<file path="config.mk">
export PLATFORM = sky130hd
export DESIGN_NAME = enc32to5_rr
export DESIGN_NICKNAME = d
export VERILOG_FILES = /design/src/rtl/enc32to5_rr.sv
export SDC_FILE = /design/constraint.sdc
export NUM_CORES = 1
export LEC_CHECK = 0
export CORE_MARGIN = 8
export CORE_UTILIZATION = 40
export DETAILED_ROUTE_END_ITERATION = 6
export DONT_BUFFER_PORTS = 1
export MAX_ROUTING_LAYER = met4
export PLACE_DENSITY = 0.52
export SYNTH_ARGS = -nofsm -noshare
export SYNTH_HDL_FRONTEND = slang
export SYNTH_SLANG_ARGS = --single-unit
</file>
<file path="constraint.sdc">
create_clock -name clk -period 8.72 [get_ports clk]
set_input_delay 1.744 -clock clk [delete_from_list [all_inputs] [get_ports clk]]
set_output_delay 1.744 -clock clk [all_outputs]
set_load 0.02 [all_outputs]
</file>
<file path="src/rtl/enc32to5_rr.sv">
// Registered 32-to-5 encoder with fixed or round-robin priority, zero and multi-hot flags.
// One pipeline stage; valid/ready on both sides, output register overwritten on same-cycle handshake.
module enc32to5_rr #(
  parameter logic [4:0] RST_PTR  = 5'd0,
  parameter logic [4:0] ZERO_IDX = 5'd0
) (
  input  logic        clk,
  input  logic        rst,
  input  logic        in_vld,
  output logic        in_rdy,
  input  logic [31:0] in_vec,
  input  logic        rr_en,
  output logic        out_vld,
  input  logic        out_rdy,
  output logic [4:0]  out_idx,
  output logic        out_zero,
  output logic        out_multi,
  output logic [4:0]  out_ptr
);

  logic        out_vld_q;
  logic [4:0]  out_idx_q, out_idx_d;
  logic        out_zero_q, out_zero_d;
  logic        out_multi_q, out_multi_d;
  logic [4:0]  ptr_q, ptr_d;
  logic        accept;
  logic [31:0] rot_vec;
  logic [4:0]  rr_idx, fx_idx;

  function automatic logic [4:0] lsb_idx(input logic [31:0] v);
    lsb_idx = 5'd0;
    for (int i = 31; i >= 0; i--) begin
      if (v[i]) lsb_idx = 5'(i);
    end
  endfunction

  assign in_rdy = !out_vld_q || out_rdy;
  assign accept = in_vld && in_rdy;

  // Rotating right by ptr turns the round-robin scan into a plain lowest-bit search.
  assign rot_vec = (in_vec >> ptr_q) | (in_vec << (6'd32 - {1'b0, ptr_q}));
  assign rr_idx  = ptr_q + lsb_idx(rot_vec);
  assign fx_idx  = lsb_idx(in_vec);

  always_comb begin
    out_zero_d  = ~|in_vec;
    out_multi_d = |(in_vec & (in_vec - 32'd1));
    out_idx_d   = rr_en ? rr_idx : fx_idx;
    if (out_zero_d) out_idx_d = ZERO_IDX;
    ptr_d = ptr_q;
    if (accept && rr_en && !out_zero_d) ptr_d = out_idx_d + 5'd1;
  end

  always_ff @(posedge clk) begin
    if (rst) begin
      out_vld_q   <= 1'b0;
      out_idx_q   <= ZERO_IDX;
      out_zero_q  <= 1'b0;
      out_multi_q <= 1'b0;
      ptr_q       <= RST_PTR;
    end else begin
      ptr_q <= ptr_d;
      if (accept) begin
        out_vld_q   <= 1'b1;
        out_idx_q   <= out_idx_d;
        out_zero_q  <= out_zero_d;
        out_multi_q <= out_multi_d;
      end else if (out_rdy) begin
        out_vld_q <= 1'b0;
      end
    end
  end

  assign out_vld   = out_vld_q;
  assign out_idx   = out_idx_q;
  assign out_zero  = out_zero_q;
  assign out_multi = out_multi_q;
  assign out_ptr   = ptr_q;

endmodule

</file>
==> results of run 1 <==
kinds of logic after synthesis:
group / count (synthesis)
XOR/XNOR: 6
AND/OR/NAND/NOR: 267
adder cells (fa/ha/maj): 8
multiplexers: 163
flip-flops: 13
buffers and inverters: 102
AO/OA/AOI/OAI: 226
path summary, 6_finish.rpt:
path / slack (ps) / end / cells past startpoint
worst min-delay path: 560 / out_idx[4] / 2
worst min register to register: 560 / out_idx[4] / 2
worst max register to register: 2200 / out_ptr[4] / 21
worst max-delay path: 2200 / out_ptr[4] / 21
critical path: stages, from the launching register on:
cell and delay (ps):
dfxtp_4 490, inv_1 140, ha_2 1010, mux2i_1 500
o21ai_0 310, mux2_1 440, a222oi_1 300, nand2_1 250
nor2_1 160, nand3_1 110, or3b_2 450, o211ai_1 130
ha_1 200, a21oi_1 110, a2111oi_0 400, nor3_1 170
nor2_1 200, ha_1 220, nand2_1 80, or4_1 390
or3_1 310, o221ai_1 70
through the flow:
| step | setup WS (ps) | cells | instance area, um^2 |
|---|---|---|---|
| 2_1_floorplan | 2700 | 785 | 6380 |
| 3_3_place_gp | 2200 | 928 | 6220 |
| 3_5_place_dp | 2250 | 928 | 6220 |
| 4_1_cts | 2300 | 932 | 6300 |
| 5_1_grt | 1640 | 932 | 6300 |
| 6_report | 2200 | 932 | 6300 |
synth_stat cells, drive strengths merged, types with 16 or more instances:
cell / count
mux2i: 79
nand2: 73
nor2: 68
mux4: 56
a21oi: 46
o21ai: 45
clkbuf: 43
buf: 38
mux2: 28
nor3: 23
inv: 21
a211oi: 16
layout make-up:
type                            count  area, um^2  share of cell area [%]
Clock buffer                        3        75.1                    1.19
Clock inverter                      1        5.00                  0.0794
Inverter                           21        78.8                    1.25
Tap cell                          216         270                    4.29
Sequential cell                    13         273                    4.33
Multi-Input combinational cell    670        5540                    87.9
Timing Repair Buffer                8        60.1                   0.953
cell usage in the layout, fill, tap and decap left out, types with 14 or more instances in the layout:
cell type  Yosys  final
mux2i_1       77     77
nand2_1       72     72
nor2_1        67     67
mux4_2        56     56
a21oi_1       46     46
o21ai_0       41     41
mux2_2        22     22
nor3_1        20     20
inv_1         20     20
a211oi_1      14     14
sequential cells by signal, summed over array words and instances, names as in the netlist:
signal	flops
out_zero	1
out_vld	1
out_ptr	5
out_multi	1
out_idx	5
power groups by stage:
stage / Combinational (mW) / Clock, mW / Sequential [mW]
floorplan: 0.513 / 0 / 0.0721
global placement: 0.648 / 0 / 0.0800
detailed placement: 0.636 / 0 / 0.0802
CTS: 0.639 / 0.0888 / 0.0791
global route: 0.692 / 0.0916 / 0.0800
finish: 0.661 / 0.0867 / 0.0794
routing by layer:
metal / share of wire (%) / routed length, um / vias to the layer above / global-route usage, %
li1: - / - / 2923 / -
met1: 39 / 11600 / 3456 / 37.7
met4: 5.2 / 1550 / 0 / 12.6
met5: 0 / 0 / - / -
met3: 9.6 / 2830 / 98 / 2.99
met2: 46 / 13600 / 510 / 45.9
==> flow_summary.json, run 1 <==
{
  "ys.flop_type": "dfxtp_1",
  "worst_pin_slew_ps": 1000,
  "max_slew_margin_pct": 33.1,
  "power_switching_uw": 438,
  "ys_types": 94,
  "synth_top_area_share_pct": 19.8,
  "endpoint_kind": "flip-flop",
  "yosys.area_share.simple_pct": 21.8,
  "synth_area_leaders": "mux4_2 (20%), mux2i_1 (12%), nand2_1 (4.2%)",
  "track_usage_pct": 29.3,
  "seq_area_frac_synth_pct": 4.08,
  "antenna_found_initial": 0,
  "ys_ff_latch": 13,
  "synth_compound_area_share_pct": 24.9,
  "grt_pass1_wl_mm": 43.9,
  "port_buffers": 0,
  "synth_top_family_by_area": "multiplexers",
  "die_area_um2": 20200,
  "avgSynthCellArea_um2": 8.13,
  "cts_max_path_buffers": 2,
  "wl_per_cell_um": 31.7,
  "synth_top_cell_by_area": "mux4_2",
  "overflow": 0,
  "grt_pass1_vias": 6516,
  "final_util_pct": 40.1,
  "status": "finished, final reports clean",
  "cts_tree": "built",
  "async_flop_share_pct": 0,
  "hp-class": "flip-flop to flip-flop",
  "rsz0062_at_grt": "false",
  "drive_gt1_share_pct": 17.7,
  "detail-route-antenna-nets": 0,
  "firstDrtPassIters": 5,
  "seq_power_share_pct": 9.6,
  "synth_xor_area_share_pct": 1.12,
  "drc_errors": 0,
  "hold_viol": 0,
  "fin_crit_sh_pct": 74.8,
  "maxClockFrequency_mhz": 153,
  "nets": 761,
  "path_class": "flip-flop to flip-flop",
  "worstPathArrival_ps": 6680,
  "cp_max_fo": 39,
  "viasPerCell": 7.50,
  "critPathLaunch": "out_ptr[1]",
  "post_cts_buffers": 0,
  "h-tree-depth": 1,
  "hold_buffers": 0,
  "switching_share_pct": 53.0,
  "fin_crit_ps": 6520,
  "combinationalPowerShare_pct": 79.9,
  "dpl.hpwl_mm": 21.7,
  "power_frac_clock_pct": 10.5,
  "ctsResizeCount": 0,
  "num_rows": 46,
  "r2r_start": "out_ptr[1]",
  "dr_total_vias": 6987,
  "core_um2": 15700,
  "p_per_area_nw_per_um2": 131,
  "synth_edf_count": 0,
  "report.final.slew_viol_count": 0,
  "syn_to_final_growth_pct": -1.22,
  "total_power_uw": 827,
  "startpoint_type": "flip-flop",
  "fin_hold_ws_ps": 556,
  "synth_adder_area_share_pct": 1.65,
  "finalSetupViolCount": 0,
  "routabilityCongestion": 0.986,
  "leakage_nw": 2.03,
  "postSynthCellCount": 785,
  "drtIter0Drc": 1081,
  "muxShareOfSynthArea_pct": 37.3,
  "drv_cap": 0,
  "io_pins": 51,
  "synth_area_um2": 6380,
  "cts-root-buf": "clkbuf_16",
  "die_x_um": 142,
  "critPathRequiredTime_ps": 8880,
  "syn_nets": 829,
  "setup-tns-final_ps": 0,
  "internal-power_uw": 388,
  "die_height_um": 142,
  "cts.reportedPaths.clkPinSlew_ps": 40,
  "clock_latency_ps": 240,
  "start_util_pct": 40.6,
  "ys_warn_count": 0,
  "cts_buffers": 3,
  "fill_cells": 1606,
  "grt_max_degree": 65,
  "clkSinkCount": 13,
  "antenna_cells": 0,
  "min_from": "out_idx[4]",
  "ir_worst_vdd_uv": 123,
  "finClkSkew_ps": 7.51,
  "totalWireLength_mm": 29.6
}
No activity file was read; power rests on OpenSTA's default activity.
==> inputs of run 2 (changes only) <==
--- a/config.mk
+++ b/config.mk
@@ -10,7 +10,7 @@
 export DETAILED_ROUTE_END_ITERATION = 6
 export DONT_BUFFER_PORTS = 1
 export MAX_ROUTING_LAYER = met4
-export PLACE_DENSITY = 0.52
+export PLACE_DENSITY = 0.54
 export SYNTH_ARGS = -nofsm -noshare
 export SYNTH_HDL_FRONTEND = slang
 export SYNTH_SLANG_ARGS = --single-unit
==> constraint.sdc (replaced) <==
create_clock -name clk -period 5.56 [get_ports clk]
set_input_delay 1.112 -clock clk [delete_from_list [all_inputs] [get_ports clk]]
set_output_delay 1.112 -clock clk [all_outputs]
set_load 0.02 [all_outputs]
==> flow_summary.json, run 2 (synthesis results as in run 1) <==
{
  "die_height_um": 142,
  "total_power_mw": 1.65,
  "drive_gt1_share_pct": 32.9,
  "final_util_pct": 47.7,
  "port_buffers": 0,
  "grt_max_degree": 68,
  "grt_pass1_wl_mm": 46.3,
  "cts_buffers": 3,
  "detail-route-antenna-nets": 0,
  "use_met3_pct": 2.62,
  "clkSinkCount": 13,
  "io_pins": 51,
  "antenna_found_initial": 0,
  "track_usage_pct": 31.0,
  "holdPathStages": 2,
  "wl_per_cell_um": 30.4,
  "fin_hold_ws_ps": 554,
  "p_per_area_nw_per_um2": 221,
  "overflow": 0,
  "hold_viol": 0,
  "layout_commonest_cell": "buf_4",
  "critPathRequiredTime_ps": 5710,
  "dr_total_vias": 7335,
  "cts.reportedPaths.clkPinSlew_ps": 40,
  "h-tree-depth": 1,
  "endpoint_kind": "flip-flop",
  "die_x_um": 142,
  "critPathLaunch": "out_ptr[0]",
  "start_util_pct": 40.6,
  "fin_crit_ps": 5490,
  "antenna_cells": 0,
  "min_from": "out_idx[3]",
  "reg2reg_depth": 24,
  "core_um2": 15700,
  "nets": 868,
  "routabilityCongestion": 1.02,
  "totalWireLength_mm": 31.6,
  "fin_crit_sh_pct": 98.8,
  "drc_errors": 8,
  "layout_common_cells": "buf_4 (103), nand2_1 (72), mux2i_1 (67)",
  "grt_pass1_vias": 6941,
  "report.final.slew_viol_count": 0,
  "drv_cap": 0,
  "ir_worst_vdd_uv": 214,
  "maxClockFrequency_mhz": 182,
  "r2r_start": "out_ptr[0]",
  "syn_to_final_growth_pct": 17.5,
  "violations": "DRC",
  "use_met1_pct": 39.0,
  "clock_latency_ps": 240,
  "regToRegSetupSlack_ps": 70,
  "firstDrtPassIters": 7,
  "hp-class": "flip-flop to flip-flop",
  "leakage_nw": 2.62,
  "worst_pin_slew_ps": 1240,
  "startpoint_type": "flip-flop",
  "die_area_um2": 20200,
  "num_rows": 46,
  "top_usage_layer": "met2",
  "cp_max_fo": 6,
  "finClkSkew_ps": 2.73,
  "finalSetupViolCount": 0,
  "grtUsageMet2_pct": 49.8,
  "cts_tree": "built",
  "max_slew_margin_pct": 16.4,
  "path_class": "flip-flop to flip-flop",
  "dpl.hpwl_mm": 24.3,
  "status": "complete, but fails checks",
  "worstPathArrival_ps": 5640,
  "drtIter0Drc": 945,
  "cts-root-buf": "clkbuf_16",
  "cts_max_path_buffers": 2,
  "viasPerCell": 7.06
}
## run 2: changes by cell type in the layout (fill, tap and decap cells not counted), moves of 5 or more
cell     previous run  this run
buf_12              0         6
a21oi_1            46        41
mux2i_1            77        67
mux2i_2             2        10
buf_4               8       103
## run 2: through the flow
step	setup WS, ps	instances	cell area [um^2]	setup TNS [ps]
after floorplan	31.7	785	6390	0
after global placement	-418	1018	6980	-714
after detailed placement	-495	1018	6980	-1170
after CTS	10.5	1025	7140	0
after global routing	-91.9	1039	7500	-131
final	65.1	1039	7500	0
## run 2: metal layers
metal | part of all wire [%] | vias to the layer above | wire length, um
met5 | 0 | - | 0
met4 | 5.7 | 0 | 1810
met3 | 7.9 | 93 | 2500
met2 | 46 | 443 | 14700
met1 | 40 | 3646 | 12700
li1 | - | 3153 | -
## run 2: final cells by class
cell class	instances	area, um^2
tap	216	270
inverter	21	78.8
sequential	13	274
fill	1571	8220
timing repair buffer	115	1040
clock buffer	4	78.8
multi-input combinational	670	5760
## run 2: worst max-delay path, cell delays in order (launching register included)
cell and delay (ps):
dfxtp_4 370, inv_2 60, ha_4 360, buf_12 160, buf_4 140, mux2i_1 160
mux2_2 350, mux2i_1 210, nor2_1 70, o311ai_1 670, buf_4 240, o211ai_1 90
nand4_1 140, o211ai_1 180, ha_2 230, fa_1 520, nand2_1 60, o41ai_1 60
a31oi_1 120, nor2_1 190, ha_2 210, nand2_1 60, or4_1 380, or3_1 310
o221ai_1 80
## run 2: what timing repair did
item / in CTS / in global routing
endpoints found under the setup margin: 4 / 4
cloned: 1 / 3
setup buffers: 2 / 11
pin swaps: 5 / 24
resized for setup: 10 / 47
hold buffers: 0 / 0
endpoints found under the hold margin: 0 / 0
## run 2: power breakdown
group	internal, mW	leakage (nW)	total [mW]	switching (mW)
combinational	0.647	2.48	1.40	0.757
sequential	0.0997	0.109	0.118	0.0183
clock	0.0964	0.0382	0.133	0.0370
total	0.843	2.62	1.65	0.812
## run 2: worst paths after layout
check | end
setup / recovery | out_ptr[4]
hold / removal | out_idx[3]
setup reg to reg | out_ptr[4]
hold reg to reg | out_idx[3]
